`src/rtl/needle_heystack_matcher_pkg.sv`:
```
// Shared constants and types for the needle/heystack matcher slice.
// Default sizes, the byte width and the "no match" marker live here so every stage agrees on them.
package needle_heystack_matcher_pkg;

  localparam int STRING_SIZE_DEFAULT = 5;
  localparam int INDEX_BITS_DEFAULT  = 16;
  localparam int BYTE_W              = 8;

  localparam logic [INDEX_BITS_DEFAULT-1:0] NO_MATCH = '1;

  typedef logic [BYTE_W-1:0] byte_t;

endpackage

```
`src/rtl/needle_heystack_matcher_match_window.sv`:
```
// Sliding STRING_SIZE-byte window over the heystack with a saturating fill counter.
// Flags a combinational hit when the candidate window (older bytes plus the incoming byte) equals the needle.
module needle_heystack_matcher_match_window
  import needle_heystack_matcher_pkg::*;
#(
  parameter int STRING_SIZE = STRING_SIZE_DEFAULT
) (
  input  logic                            clock,
  input  logic                            reset,
  input  logic                            beat,
  input  logic                            last,
  input  byte_t                           data,
  input  logic [STRING_SIZE*BYTE_W-1:0]   needle,
  output logic                            hit,
  output logic                            window_full
);

  localparam int WIN_W  = STRING_SIZE * BYTE_W;
  localparam int FILL_W = $clog2(STRING_SIZE + 1);
  localparam logic [FILL_W-1:0] FILL_MAX = FILL_W'(STRING_SIZE);
  localparam logic [FILL_W-1:0] FILL_PRE = FILL_W'(STRING_SIZE - 1);

  logic [WIN_W-1:0]  window_q;
  logic [WIN_W-1:0]  candidate;
  logic [FILL_W-1:0] fill_q;

  // The newest byte sits in the top byte lane, aligned with needle byte STRING_SIZE-1.
  generate
    if (STRING_SIZE == 1) begin : g_single
      assign candidate = data;
    end else begin : g_multi
      assign candidate = {data, window_q[WIN_W-1:BYTE_W]};
    end
  endgenerate

  // Counting the incoming byte, the window is full once STRING_SIZE-1 bytes are already held.
  assign window_full = (fill_q >= FILL_PRE);
  assign hit         = beat && window_full && (candidate == needle);

  // NOTE: sequential state uses non-blocking assignments so every register samples pre-edge values.
  always_ff @(posedge clock or posedge reset) begin
    if (reset) begin
      // NOTE: the window data is reset as well, so no X ever reaches the comparator after reset.
      window_q <= '0;
      fill_q   <= '0;
    end else if (beat) begin
      window_q <= candidate;
      if (last) begin
        fill_q <= '0;
      end else if (fill_q != FILL_MAX) begin
        fill_q <= fill_q + 1'b1;
      end
    end
  end

endmodule

```
`src/rtl/needle_heystack_matcher.sv`:
```
// Counts (overlapping) needle occurrences per heystack and records the first match offset.
// One result record per heystack is presented through a valid/ready holding register.
module needle_heystack_matcher
  import needle_heystack_matcher_pkg::*;
#(
  parameter int STRING_SIZE = STRING_SIZE_DEFAULT,
  parameter int INDEX_BITS  = INDEX_BITS_DEFAULT
) (
  input  logic                          clock,
  input  logic                          reset,
  input  logic                          enable,
  input  logic [STRING_SIZE*BYTE_W-1:0] needle,
  input  byte_t                         heystack_data,
  input  logic                          heystack_valid,
  input  logic                          heystack_last,
  output logic                          result_valid,
  input  logic                          result_ready,
  output logic [INDEX_BITS-1:0]         result_count,
  output logic                          result_found,
  output logic [INDEX_BITS-1:0]         result_first,
  output logic                          result_dropped
);

  localparam logic [INDEX_BITS-1:0] ALL_ONES  = '1;
  localparam logic [INDEX_BITS-1:0] START_OFS = INDEX_BITS'(STRING_SIZE - 1);

  logic beat;
  logic last_beat;
  logic hit;
  logic window_full;

  logic [INDEX_BITS-1:0] byte_index_q, byte_index_d;
  logic [INDEX_BITS-1:0] count_q, count_d;
  logic [INDEX_BITS-1:0] first_q, first_d;
  logic                  found_q, found_d;
  logic [INDEX_BITS-1:0] match_start;

  assign beat      = heystack_valid & enable;
  assign last_beat = beat & heystack_last;

  needle_heystack_matcher_match_window #(
    .STRING_SIZE (STRING_SIZE)
  ) u_window (
    .clock       (clock),
    .reset       (reset),
    .beat        (beat),
    .last        (heystack_last),
    .data        (heystack_data),
    .needle      (needle),
    .hit         (hit),
    .window_full (window_full)
  );

  // Only meaningful once the window holds a full needle's worth of bytes.
  assign match_start = window_full ? (byte_index_q - START_OFS) : ALL_ONES;

  // Per-heystack statistics including the current beat; these also feed the result register.
  always_comb begin
    // NOTE: defaults first so every path assigns every signal and no latch is inferred.
    byte_index_d = byte_index_q;
    count_d      = count_q;
    first_d      = first_q;
    found_d      = found_q;
    if (beat) begin
      if (byte_index_q != ALL_ONES) begin
        byte_index_d = byte_index_q + 1'b1;
      end
      if (hit) begin
        if (count_q != ALL_ONES) begin
          count_d = count_q + 1'b1;
        end
        if (!found_q) begin
          first_d = match_start;
        end
        found_d = 1'b1;
      end
    end
  end

  always_ff @(posedge clock or posedge reset) begin
    if (reset) begin
      byte_index_q <= '0;
      count_q      <= '0;
      first_q      <= ALL_ONES;
      found_q      <= 1'b0;
    end else if (last_beat) begin
      byte_index_q <= '0;
      count_q      <= '0;
      first_q      <= ALL_ONES;
      found_q      <= 1'b0;
    end else begin
      byte_index_q <= byte_index_d;
      count_q      <= count_d;
      first_q      <= first_d;
      found_q      <= found_d;
    end
  end

  // Result holding register: a new record always wins; overwriting an unaccepted one is sticky-flagged.
  always_ff @(posedge clock or posedge reset) begin
    if (reset) begin
      result_valid   <= 1'b0;
      result_count   <= '0;
      result_found   <= 1'b0;
      result_first   <= ALL_ONES;
      result_dropped <= 1'b0;
    end else if (last_beat) begin
      result_valid <= 1'b1;
      result_count <= count_d;
      result_found <= found_d;
      result_first <= first_d;
      if (result_valid && !result_ready) begin
        result_dropped <= 1'b1;
      end
    end else if (result_valid && result_ready) begin
      result_valid <= 1'b0;
    end
  end

endmodule

```
`config.mk`:
```
export PLATFORM = sky130hd
export DESIGN_NAME = needle_heystack_matcher
export DESIGN_NICKNAME = d
export VERILOG_FILES = /design/src/rtl/needle_heystack_matcher_pkg.sv /design/src/rtl/needle_heystack_matcher_match_window.sv /design/src/rtl/needle_heystack_matcher.sv
export SDC_FILE = /design/constraint.sdc
export NUM_CORES = 1
export LEC_CHECK = 0
export BUFFER_PORTS_ARGS = -buffer_cell sky130_fd_sc_hd__buf_2
export CORE_MARGIN = 2
export CORE_UTILIZATION = 52
export DETAILED_ROUTE_END_ITERATION = 8
export GPL_TIMING_DRIVEN = 0
export PLACE_DENSITY = 0.85
export SLEW_MARGIN = 20
export SYNTH_ARGS = -nofsm -noshare
export SYNTH_HDL_FRONTEND = slang
export SYNTH_SLANG_ARGS = --single-unit
```
`constraint.sdc`:
```
create_clock -name clock -period 3.1 [get_ports clock]
set_input_delay 0.155 -clock clock [delete_from_list [all_inputs] [get_ports clock]]
set_output_delay 0.155 -clock clock [all_outputs]
set_load 0.01 [all_outputs]
```
== Word-level counts from Yosys, hierarchy flattened ==
Cells that the tools add are included.

* Memories: 0
* RAM bits: 0
* Flip-flop bits (word level): 127
* Bits in read-only memories: 0
* Bits in latches: 0
* Output and inout bits: 35

* Div/mod/pow operators: 0
* Order comparisons: 1
* Bitwise logic cells: 2
* Multiplexer cells: 19
* Eq/ne operators: 4
* Shift-type cells: 0
* Reduce and logical (&&, ||, !) cells: 12
* Multipliers: 0
* Add/subtract/negate cells: 4

{| class="wikitable"
|+ Operator list
! operator !! count
|-
| $mux W16 || 12
|-
| $eq A40 B40 Y1 || 1
|-
| $add A16 B1 Y16 const B || 2
|-
| $ne A16 B16 Y1 const B || 2
|-
| $sub A16 B3 Y16 const B || 1
|-
| $reduce_bool A2 Y1 || 4
|-
| $mux W3 || 2
|-
| $reduce_and A2 Y1 || 3
|-
| $mux W1 || 5
|-
| $logic_and A1 B1 Y1 || 4
|-
| $add A3 B1 Y3 const B || 1
|-
| $ge A3 B3 Y1 const B || 1
|-
| $ne A3 B3 Y1 const B || 1
|-
| $and A1 B1 Y1 || 2
|-
| $logic_not A1 Y1 || 1
|}

== Depth between registers and ports, before layout ==
Gate-level depths: netlist of run 1.

* Word-level depth: 6
* Depth in mapped cells: 9
* Depth with buffers taken out: 7

== By module ==
A second synthesis of run 1 with hierarchy kept.

* Cell total of the unflattened synthesis: 556
* Area, all modules: 5,771.8 um^2

{| class="wikitable"
|+ Modules (own cells, without submodules)
! module !! times used !! cells an instance !! sequential area each (um^2) !! area an instance (um^2)
|-
| needle_heystack_matcher || 1 || 411 || 2,142.1 || 3,957.5
|-
| needle_heystack_matcher_match_window || 1 || 145 || 875.8 || 1,814.2
|}

== Least setup slack after synthesis of run 1 ==
OpenSTA, ideal clock, no wires.

* Kind: register to register
* Start: reg u_window.window_q[30]
* End: reg count_q[7]
* Cell stages (with the launch flop): 9
* Data arrival time: 2.169 ns
* Data required time: 2.971 ns
* Setup slack: 0.802 ns
* Cell sequence: dfrtp_1 xor2_1 nor4_4 nand4_1 or4_4 buf_6 buf_2 o311ai_1 nand2_1

* Word-level cells in the longest chain between the ends: 5

{| class="wikitable"
|+ Ends and longest elaborated chain
! what !! RTL line !! RTL
|-
| start, declared || needle_heystack_matcher_match_window.sv:23 || <nowiki>logic [WIN_W-1:0] window_q;</nowiki>
|-
| start signal, assigned || needle_heystack_matcher_match_window.sv:47 || <nowiki>window_q <= candidate;</nowiki>
|-
| $eq A40 B40 Y1 || needle_heystack_matcher_match_window.sv:38 || <nowiki>assign hit = beat && window_full && (candidate == needle);</nowiki>
|-
| $logic_and A1 B1 Y1 || needle_heystack_matcher_match_window.sv:38 ||
|-
| $mux W16 || needle_heystack_matcher.sv:68 || <nowiki>if (hit) begin</nowiki>
|-
| $mux W16 || needle_heystack_matcher.sv:64 || <nowiki>if (beat) begin</nowiki>
|-
| $mux W16 || needle_heystack_matcher.sv:86 || <nowiki>end else if (last_beat) begin</nowiki>
|-
| end signal, assigned || needle_heystack_matcher.sv:93 || <nowiki>count_q <= count_d;</nowiki>
|-
| end, declared || needle_heystack_matcher.sv:33 || <nowiki>logic [INDEX_BITS-1:0] count_q, count_d;</nowiki>
|}

Every way passes these cells.
A chain may end at the register's enable or synchronous reset.

== Final worst setup path of run 1 ==
* Start: in heystack_data[1]
* End: reg result_count[12]

* Word-level cells in the longest chain between the ends: 4

{| class="wikitable"
|+ Ends and longest elaborated chain
! what !! RTL line !! RTL
|-
| start, declared || needle_heystack_matcher.sv:13 || <nowiki>input byte_t heystack_data,</nowiki>
|-
| $eq A40 B40 Y1 || needle_heystack_matcher_match_window.sv:38 ||
|-
| $logic_and A1 B1 Y1 || needle_heystack_matcher_match_window.sv:38 ||
|-
| $mux W16 || needle_heystack_matcher.sv:68 ||
|-
| $mux W16 || needle_heystack_matcher.sv:64 ||
|-
| end signal, assigned || needle_heystack_matcher.sv:109 || <nowiki>result_count <= count_d;</nowiki>
|-
| end, declared || needle_heystack_matcher.sv:18 || <nowiki>output logic [INDEX_BITS-1:0] result_count,</nowiki>
|}

Every way passes these cells.

==> summary.txt, run 1 <==
Timing
  • RSZ-0062 raised after global routing: no
  • Setup-failing EPs final: 0
  • Max Fclk: 342 MHz
  • Final Hold Viols: 0
  • Worst-Margin Slew: 707 ps
  • Slew Limit Fails: 0
  • Final TNS setup: 0 ps
  • Period utilization: 0.942
  • Clock skew: 11.7 ps
  • Slew HR: 0.524
  • Tmin final: 2920 ps

Routing
  • Metal-1 WL: 6350 um
  • Max layer used: met4
  • WL met2: 7580 um
  • Via count: 5,397
  • Iteration-0 DRC Markers: 499
  • Drt drc: 0
  • Total Routed Length: 15,500 um
  • Via density: 5.72
  • Routed length per instance: 16.5 um
  • Remaining antenna violation count: 0
  • DRT Pass-1 Iters: 5
  • Routed wl met3: 1180 um

Placed design
  • DP Wirelength: 10,600 um
  • Gpl congestion: 0.862
  • Placed insts: 896
  • Area post-placement: 6810 um2
  • PortBufs: 88

Cells and area
  • Non-filler cells in the finished layout: 943
  • Share of post-route cells with drive strength above 1: 0.221
  • P&R area growth vs syn: 23.3%
  • Final nets: 848
  • Final instance area: 7520 um2
  • # fillers: 880
  • Diode count: 0

Worst hold path
  • Hold Path Class: input pin to flip-flop

Clock tree
  • Inserted Clock Buffers: 17
  • Clk_lat worst skew: 420 ps
  • CTS tree: built
  • Sink Count: 119
  • CTS Root Cell: clkbuf_16
  • Clock transition at path regs: 50 ps
  • H-tree depth: 4
  • CTS Buffer Depth: 2

Floorplanning
  • Core ar.: 11,400 um2
  • Chip width: 112 um
  • Die height: 112 um
  • Io pins: 89
  • Row count: 39
  • Initial core utilization: 0.534
  • Die area: 12,600 um2

Critical path
  • Critical path type: input pin to flip-flop
  • Worst setup SP type: input pin
  • CP required: 3420 ps
  • Max FO, Critical Path: 10
  • Crit path arrival time: 3240 ps
  • R2R Setup Slk: 190 ps
  • Crit end category: flip-flop

Synth
  • Synth area leaders: dfrtp_1, dfstp_2, nand2_1
  • Sequential area share after synthesis: 0.495
  • Mapped Nets: 722
  • Avg Cell Area, Syn: 9.23 um2
  • FF+latch count, synth: 119
  • Post-synthesis cell type count: 49
  • Yosys warnings: 0
  • Mapped Area: 6100 um2
  • Top cell type's share of synthesized area: 0.357
  • Area leader, netlist: dfrtp_1
  • Gate Count Post-Synth: 661
  • Asr flop ratio synth: 1.00
  • Synth Flop Type: dfrtp_1
  • Number of flops mapped to enable cells by yosys: 0

Global routing
  • First-pass GRT wire length: 25,400 um
  • Largest net degree at the start of global routing: 34
  • Total grt overflow: 0
  • Vias in the first global route: 5,233
  • All-Layer GR Usage: 0.253
  • Initial antenna violation count: 0

Pwr
  • Peak supply drop: 0.000324 V
  • Static Leak: 0.00353 uW
  • PD cells: 584 nW/um2

Run
  • MaxCap Viol Count: 0

Status
  • Status: finished clean
[where the power goes]
group	leakage, uW	switching [uW]	internal [uW]
clock network	0.000287	690	1210
logic	0.00176	360	262
registers	0.00148	131	1740
total	0.00353	1180	3210
[Yosys cell counts (all sizes together) (12+ instances only)]
cell type and number:
xor2 50, nand2 171, dfstp 32, nor2 39
xnor2 12, inv 13, nand4 16, nor4 20
nor3 18, a21oi 14, clkbuf 27, o21ai 38
nand3 18, mux2i 19, dfrtp 87
[layout make-up]
| cell class | count | area, um2 | area share |
|---|---|---|---|
| Sequential cell | 119 | 3020 | 0.401 |
| Multi-Input combinational cell | 493 | 2890 | 0.384 |
| Timing Repair Buffer | 107 | 663 | 0.0882 |
| Clock buffer | 22 | 464 | 0.0617 |
| Tap cell | 143 | 179 | 0.0238 |
| Buffer | 35 | 150 | 0.0200 |
| Clock inverter | 10 | 104 | 0.0138 |
| Inverter | 14 | 56.3 | 0.00749 |
[layer usage]
layer	global-route usage	up-vias
met1	0.322	2596
met5	0	-
li1	-	2516
met4	0.0992	0
met3	0.0648	38
met2	0.418	247
[layout by cell type (no fill, tap or decap), types with 4 or more instances in the layout]
| master | instances |
|---|---|
| nor4_4 | 5 |
| mux2i_1 | 19 |
| o21ai_1 | 11 |
| buf_4 | 6 |
| a22oi_1 | 4 |
| nor4_1 | 13 |
| nand2b_1 | 4 |
| a21oi_1 | 14 |
| buf_2 | 91 |
| or3_1 | 6 |
| nand2_1 | 171 |
| and3_1 | 8 |
| and4_1 | 4 |
| inv_1 | 12 |
| o21ai_0 | 27 |
| dlygate4sd3_1 | 9 |
| nand3_1 | 18 |
| and2_1 | 5 |
| clkbuf_1 | 30 |
| ha_1 | 7 |
| nor2_1 | 39 |
| dfstp_2 | 32 |
| dfrtp_1 | 87 |
| a31oi_1 | 9 |
| clkinv_2 | 7 |
| xnor2_1 | 12 |
| nor3_1 | 18 |
| nand4_1 | 16 |
| clkbuf_16 | 17 |
| xor2_1 | 50 |
[stage by stage]
step / util / total power, uW / hold slack [ps] / setup slack [ps]
final: 0.659 / 4390 / 35.1 / 179
after global placement: 0.589 / 2450 / 371 / 161
after floorplan: - / 2260 / 260 / 802
after detailed placement: 0.596 / 2500 / 172 / 156
after global routing: 0.659 / 4570 / 60.6 / 144
after CTS: 0.654 / 4390 / 32.4 / 108
[cell families (layout without fill, tap and decap cells)]
| logic type | Yosys count | after routing | synth area share |
|---|---|---|---|
| mux | 19 | 19 | 0.0312 |
| buf+inv | 49 | 188 | 0.0332 |
| fa+ha+maj | 7 | 7 | 0.0144 |
| simple gates | 320 | 320 | 0.253 |
| compound gates | 85 | 85 | 0.0845 |
| xor+xnor | 62 | 62 | 0.0890 |
| flops | 119 | 119 | 0.495 |
[path summary, 6_finish.rpt]
check | end | start | depth (start not counted)
worst max-delay path | result_count[12] | heystack_data[1] | 9
worst min-delay path | result_valid | result_ready | 3
worst max register to register | result_count[12] | u_window.window_q[35] | 7
worst min register to register | result_first[6] | result_first[6] | 2
max in group asynchronous | result_first[12] | reset | 6
min in group asynchronous | u_window.window_q[33] | reset | 3
[worst max-delay path, stage by stage]
cell,delay [ps]
dlygate4sd3_1,540
buf_2,140
xor2_1,130
nor4_1,570
nand4_1,420
nor4_1,570
buf_2,350
a21oi_1,130
o31ai_1,230
[flip-flops by register name, summed over array words and instances (netlist names)]
register           flops
result_valid           1
u_window.window_q     32
result_count          16
first_q               16
found_q                1
u_window.fill_q        3
count_q               16
result_first          16
result_found           1
byte_index_q          16
result_dropped         1
[what timing repair did]
item / 4_1_cts / 5_1_grt
hold buffers: 9 / 0
endpoints found under the setup margin: 0 / 21
gates resized for setup: 0 / 1
endpoints found under the hold margin: 22 / 0
setup buffers: 0 / 6
(Power assumes the default switching activity.)
==> inputs of run 2 (changes only) <==
- ABC_AREA: not set -> 1
- ABC_CLOCK_PERIOD_IN_PS: not set -> 3100
- CORE_MARGIN: 2 -> not set
- CORE_UTILIZATION: 52 -> 53
==> run 2 against run 1 <==
Compared with the run above: sequential share of layout area shrank 5.3 points; cell count is 44% higher; maximum frequency is 33% higher; highest routed layer unchanged; largest power group unchanged; utilization down 0.66 points; via count increased by 32%; final area is 15% higher; combinational power increased by 39%; synthesized cell count is 59% higher; largest cell class is now multi-input gates; die area up 12%; global-route usage is 3.4 points higher; sequential cell count is the same; critical endpoint is now result_count[13].
==> summary.txt, run 2 <==
Status
  • Status: finished clean

Placed design
  • Placed insts: 1,319 (+47%)
  • Dpl ws: 1050 ps (+889 ps)
  • Gpl congestion: 0.925 (+7.4%)
  • DP Wirelength: 14,100 um (+33%)
  • PortBufs: 88 (unchanged)

Clock tree
  • Sink Count: 119 (unchanged)
  • CTS Root Cell: clkbuf_16
  • Clock transition at path regs: 50 ps (about the same)
  • Post-cts gate resize count: 0 (unchanged)
  • Clk_lat worst skew: 430 ps (about the same)
  • CTS tree: built
  • H-tree depth: 4 (unchanged)
  • Post-CTS Setup Inserts: 0 (unchanged)
  • Inserted Clock Buffers: 17 (unchanged)
  • CTS Buffer Depth: 2 (unchanged)

Cells and area
  • # fillers: 1,135 (+29%)
  • Register area: 3020 um2 (unchanged)
  • Non-filler cells in the finished layout: 1,358 (+44%)
  • Share of post-route cells with drive strength above 1: 0.183 (-0.0385)
  • P&R area growth vs syn: 19.5%
  • Diode count: 0 (unchanged)
  • Final nets: 1,230 (+45%)
  • Max reg flops: 32 (unchanged)
  • Most common cell after layout, fill and taps aside: nand2_1
  • Largest Register: u_window.window_q
  • Commonest cells after routing, fill and taps aside: nand2_1, inv_1, nor2_1
  • Final core utilization: 0.652 (-0.00660)
  • Area of the multi-input gates: 3450 um2 (+20%)

Synth
  • Largest family of logic cells by synthesized area: simple AND/OR/NAND/NOR gates
  • Most frequent cells after synthesis: nand2_1, inv_1, nor2_1, dfrtp_1, nand3_1
  • Post-synthesis cell type count: 37 (-24%)
  • Synth area leaders: dfrtp_1, nand2_1, dfstp_2
  • Multiplexer share of the synthesized area: 0 (-0.0312)
  • Gate Count Post-Synth: 1,052 (+59%)
  • Synth Area in XOR/XNOR: 0.0191 (-0.0699)
  • Synth Area in Simple Gates: 0.380 (+0.127)
  • Mapped Nets: 1,113 (+54%)
  • Area leader, netlist: dfrtp_1
  • Yosys warnings: 0 (unchanged)
  • Number of flops mapped to enable cells by yosys: 0 (unchanged)
  • Synth Flop Type: dfrtp_1
  • Synth Area in Adders: 0.0121 (-0.00229)
  • Most frequent cell after synthesis: nand2_1
  • Sequential area share after synthesis: 0.416 (-0.0788)
  • Top cell type's share of synthesized area: 0.300 (-0.0568)
  • Asr flop ratio synth: 1.00 (unchanged)
  • Post-synthesis compound-gate area fraction: 0.0650 (-0.0195)
  • FF+latch count, synth: 119 (unchanged)
  • Mapped Area: 7250 um2 (+19%)
  • Avg Cell Area, Syn: 6.90 um2 (-25%)

Global routing
  • First-pass GRT wire length: 31,500 um (+24%)
  • Largest net degree at the start of global routing: 33 (-2.9%)
  • Total grt overflow: 0 (unchanged)
  • All-Layer GR Usage: 0.287 (+0.0339)
  • Vias in the first global route: 6,606 (+26%)
  • Initial antenna violation count: 0 (unchanged)

Timing
  • Period utilization: 0.708 (-0.234)
  • Max Fclk: 455 MHz (+33%)
  • RSZ-0062 raised after global routing: no
  • Final Hold Viols: 0 (unchanged)
  • Setup-failing EPs final: 0 (unchanged)
  • Clock skew: 6.83 ps (-4.85 ps)
  • Tmin final: 2200 ps (-725 ps)
  • Slew Limit Fails: 0 (unchanged)
  • Slew HR: 0.513 (-0.0115)
  • Final TNS setup: 0 ps (unchanged)
  • PnR worst setup slack: 904 ps (+725 ps)
  • Worst-Margin Slew: 729 ps (+22.3 ps)

Floorplanning
  • Die area: 14,200 um2 (+12%)
  • Initial core utilization: 0.546 (+0.0115)
  • Core ar.: 13,300 um2 (+16%)
  • Io pins: 89 (unchanged)
  • Die height: 119 um (+6.0%)
  • Chip width: 119 um (+6.0%)
  • Row count: 42 (+7.7%)

Critical path
  • Crit path arrival time: 2500 ps (-740 ps)
  • Worst setup SP type: input pin
  • Slowest cell on crit path: dlygate4sd3_1
  • Slowest Stage Delay on Critical Path: 530 ps (-40 ps)
  • Max FO, Critical Path: 10 (unchanged)
  • Worst-case reg-to-reg path depth: 9 (+2)
  • CP Cell Sequence: dlygate4sd3_1 > buf_2 > xnor2_1 > nand4_1 > nor3_2 > buf_2 > nand4_1 > nand3_1 > nand2_1
  • Crit end category: flip-flop
  • Critical path type: input pin to flip-flop
  • CP required: 3410 ps (about the same)

Routing
  • Routed length per instance: 14.4 um (-13%)
  • DRT Pass-1 Iters: 7 (+2)
  • Remaining antenna violation count: 0 (unchanged)
  • Iteration-0 DRC Markers: 597 (+20%)
  • Via count: 7,131 (+32%)
  • Drt drc: 0 (unchanged)
  • Total Routed Length: 19,500 um (+26%)
  • Via density: 5.25 (-8.2%)

Worst hold path
  • Hold Path Class: input pin to flip-flop
  • Min-Delay Path Depth: 3 (unchanged)

Run
  • MaxCap Viol Count: 0 (unchanged)

Pwr
  • Peak supply drop: 0.000384 V (+19%)
  • Static Leak: 0.00472 uW (+34%)
  • PD cells: 546 nW/um2 (-6.5%)
run 2: changes by cell type after synthesis, moves of 11 or more:
cell     before  now
nand2_1     171  392
inv_1        13  146
nor2_1       39  103
xor2_1       50    7
nand3_1      18   55
o21ai_0      27   51
nand4_1      16   36
mux2i_1      19    0
nand2_2       0   13
nor4_1       13    0
nand4_2       0   11
run 2: repair_timing:
action | in CTS | in global routing
setup endpoints to repair | 0 | 0
endpoints found under the hold margin | 37 | 0
hold buffers | 7 | 0
run 2: path summary, 6_finish.rpt:
| path | from | endpoint | slack (ps) |
|---|---|---|---|
| min in group asynchronous | reset | u_window.window_q[10] | 390 |
| max in group asynchronous | reset | first_q[9] | 1810 |
| setup / recovery | heystack_data[6] | result_count[13] | 900 |
| setup reg to reg | count_q[0] | result_count[13] | 1000 |
| hold reg to reg | result_dropped | result_dropped | 460 |
| hold / removal | heystack_data[5] | u_window.window_q[37] | 10 |
run 2: logic make-up (layout without fill, tap and decap cells):
| family | after synthesis | count (layout) |
|---|---|---|
| XOR/XNOR | 15 | 15 |
| AND/OR/NAND/NOR | 634 | 634 |
| buffers and inverters | 189 | 319 |
| adder cells (fa/ha/maj) | 7 | 7 |
| AO/OA/AOI/OAI | 88 | 88 |
| flip-flops | 119 | 119 |
run 2: area by class of cell:
type	instances	share of cell area
multi-input combinational	744	0.398
buffer	35	0.0229
clock inverter	10	0.0133
sequential	119	0.348
clock buffer	22	0.0584
timing repair buffer	98	0.0658
inverter	154	0.0677
tap	176	0.0254
run 2: routing by layer:
layer / wire, um / up-vias / share of wire / track usage
li1: - / 3506 / - / -
met1: 8420 / 3325 / 0.43 / 0.367
met2: 9500 / 254 / 0.49 / 0.479
met3: 1110 / 46 / 0.057 / 0.0541
met4: 488 / 0 / 0.025 / 0.113
met5: 0 / - / 0 / 0
run 2: stage by stage:
stage / hold WS (ps) / area, um2 / total power [uW]
2_1_floorplan: 254 / 7260 / 2420
3_3_place_gp: 352 / 7920 / 2650
3_5_place_dp: 321 / 7980 / 2690
4_1_cts: 8.76 / 8670 / 4740
5_1_grt: 39.8 / 8670 / 4950
6_report: 14.3 / 8670 / 4730
run 2: where the power goes:
part           switching (uW)  leakage, uW  internal (uW)
Sequential                113      0.00149           1720
Combinational             562      0.00293            303
Clock                     721     0.000298           1320
run 2: worst max-delay path, delay by kind of cell:
| kind | cells | cell delay [ps] |
|---|---|---|
| xor gates and xnor gates | 1 | 440 |
| and+or+nand+nor | 5 | 930 |
| buffers and inverters | 3 | 980 |
==> inputs of run 3 (changes only) <==
- ABC_CLOCK_PERIOD_IN_PS: 3100 -> 2170
- CORE_UTILIZATION: 53 -> 55
- PLACE_DENSITY: 0.85 -> 0.84
- clock period: 3.1 -> 2.17 ns (I/O delays scaled with it)
==> run 3 against run 2 <==
Compared with the run above: power up 44%; sequential share of layout area shrank 0.16 points; sequential cell count did not move; critical path type unchanged; hold slack better by 170 ps; register-to-register slack worse by 840 ps; clock skew rose by 4.1 ps; highest routed layer unchanged; via count up 0.76%; utilization rose by 3.3 points; die area decreased by 3.6%; cell count about the same; non-clock buffer count rose by 5.
==> summary.txt, run 3 (same netlist as run 2, synthesis figures left out) <==
Cells and area
  • Diode count: 0 (unchanged)
  • Most common cell after layout, fill and taps aside: nand2_1
  • Final nets: 1,235 (+0.41%)
  • Largest Register: u_window.window_q
  • Share of post-route cells with drive strength above 1: 0.184 (+0.000915)
  • Non-filler cells in the finished layout: 1,359 (+0.074%)
  • # fillers: 1,108 (-2.4%)
  • Final core utilization: 0.685 (+0.0325)
  • Commonest cells after routing, fill and taps aside: nand2_1, inv_1, nor2_1
  • P&R area growth vs syn: 20.1%
  • Max reg flops: 32 (unchanged)

Pwr
  • Static Leak: 0.00475 uW (+0.67%)
  • PD cells: 783 nW/um2 (+43%)
  • Peak supply drop: 0.000486 V (+27%)

Floorplanning
  • Row count: 41 (-2.4%)
  • Initial core utilization: 0.570 (+0.0246)
  • Io pins: 89 (unchanged)
  • Die height: 117 um (-1.8%)
  • Core ar.: 12,700 um2 (-4.3%)
  • Die area: 13,700 um2 (-3.6%)
  • Chip width: 117 um (-1.8%)

Timing
  • Worst-Margin Slew: 647 ps (-82.7 ps)
  • Tmin final: 2020 ps
  • Slew Limit Fails: 0 (unchanged)
  • RSZ-0062 raised after global routing: no
  • Final Hold Viols: 0 (unchanged)
  • Max Fclk: 494 MHz
  • Slew HR: 0.569 (+0.0561)
  • Clock skew: 10.9 ps (+4.07 ps)
  • Period utilization: 0.933
  • Final TNS setup: 0 ps (unchanged)
  • Setup-failing EPs final: 0 (unchanged)

Critical path
  • Crit path arrival time: 2390 ps (-110 ps)
  • Worst-case reg-to-reg path depth: 11 (+2)
  • Max FO, Critical Path: 10 (unchanged)
  • Critical path type: input pin to flip-flop
  • R2R Setup Slk: 160 ps (-840 ps)
  • R2R Path End: result_first[4]
  • RR Startpoint: u_window.window_q[16]
  • Crit path from: heystack_data[6]
  • Worst setup SP type: input pin
  • Crit end category: flip-flop
  • CP required: 2540 ps (-870 ps)

Clock tree
  • Inserted Clock Buffers: 17 (unchanged)
  • CTS tree: built
  • CTS Buffer Depth: 2 (unchanged)
  • Clk_lat worst skew: 430 ps (about the same)
  • Clock transition at path regs: 50 ps (about the same)
  • H-tree depth: 4 (unchanged)
  • Sink Count: 119 (unchanged)
  • CTS Root Cell: clkbuf_16

Routing
  • Via density: 5.29 (+0.68%)
  • Total Routed Length: 19,400 um (-0.35%)
  • DRT Pass-1 Iters: 7 (unchanged)
  • Via count: 7,185 (+0.76%)
  • Iteration-0 DRC Markers: 798 (+34%)
  • Routed length per instance: 14.3 um (-0.43%)
  • Remaining antenna violation count: 0 (unchanged)
  • Drt drc: 0 (unchanged)

Global routing
  • Vias in the first global route: 6,705 (+1.5%)
  • Total grt overflow: 0 (unchanged)
  • Largest net degree at the start of global routing: 34 (+3.0%)
  • First-pass GRT wire length: 31,200 um (-1.0%)
  • All-Layer GR Usage: 0.303 (+0.0159)
  • Initial antenna violation count: 0 (unchanged)

Worst hold path
  • Min-Delay Path Depth: 5 (+2)
  • Hold Crit Endpoint: count_q[3]
  • Hold path startpoint: enable
  • Hold Path Class: input pin to flip-flop

Placed design
  • Gpl congestion: 0.967 (+4.5%)
  • Placed insts: 1,315 (-0.30%)
  • DP Wirelength: 14,100 um (about the same)
  • PortBufs: 88 (unchanged)

Status
  • Status: finished clean

Run
  • MaxCap Viol Count: 0 (unchanged)
==> run 3: changes by cell type in the layout (fill, tap and decap cells not counted), moves of 2 or more <==
cell           before  now
dlygate4sd3_1       7   11
clkbuf_1           18   20
clkbuf_16          19   17
clkinv_4            2    0
clkinv_2            3    6
bufinv_16           2    4
clkinvlp_4          4    1
==> run 3: worst max-delay path by stage <==
stage,end,slack (ps),depth (start not counted)
2_1_floorplan,result_count[10],520,9
3_3_place_gp,result_valid,-130,2
3_5_place_dp,count_q[10],120,9
4_1_cts,result_count[9],110,9
5_1_grt,result_count[0],10,13
6_report,result_count[8],150,10
==> run 3: metal layers <==
metal,vias to the layer above,track usage,part of all wire
met2,300,0.485,0.46
met1,3308,0.389,0.42
met4,0,0.133,0.042
li1,3516,-,-
met3,61,0.0788,0.071
met5,-,0,0
==> run 3: what timing repair did <==
item,CTS,global route
resized for setup,0,3
endpoints found under the hold margin,36,0
hold buffers,11,0
setup endpoints to repair,0,21
setup buffers,0,1
==> run 3: critical path: stages <==
cell and delay [ps]:
dlygate4sd3_1 520, buf_2 140, xnor2_1 380, nand4_1 170
nor3_2 340, buf_2 310, nand4_1 170, nand2_1 120
nand2_1 60, nand2_1 60
==> run 3: area by class of cell <==
| class | instances | area [um2] | share of cell area |
|---|---|---|---|
| multi-input combinational | 744 | 3460 | 0.397 |
| clock inverter | 10 | 150 | 0.0172 |
| tap | 172 | 215 | 0.0247 |
| sequential | 119 | 3020 | 0.346 |
| clock buffer | 22 | 464 | 0.0533 |
| inverter | 154 | 587 | 0.0674 |
| timing repair buffer | 103 | 618 | 0.0710 |
| buffer | 35 | 199 | 0.0228 |
==> run 3: where the power goes <==
part	switching, uW	internal (uW)	leakage [uW]
Combinational	811	437	0.00295
Clock	990	1970	0.000307
Sequential	157	2460	0.00149
==> run 3: stage by stage <==
step           cell area [um2]  setup slack [ps]  hold WS, ps  total power (uW)
2_1_floorplan             7260               522          208              3460
3_3_place_gp              7910              -131          306              3780
3_5_place_dp              7970               124          202              3840
4_1_cts                   8700               114          177              6820
5_1_grt                   8710              10.8          213              7140
6_report                  8710               146          184              6820
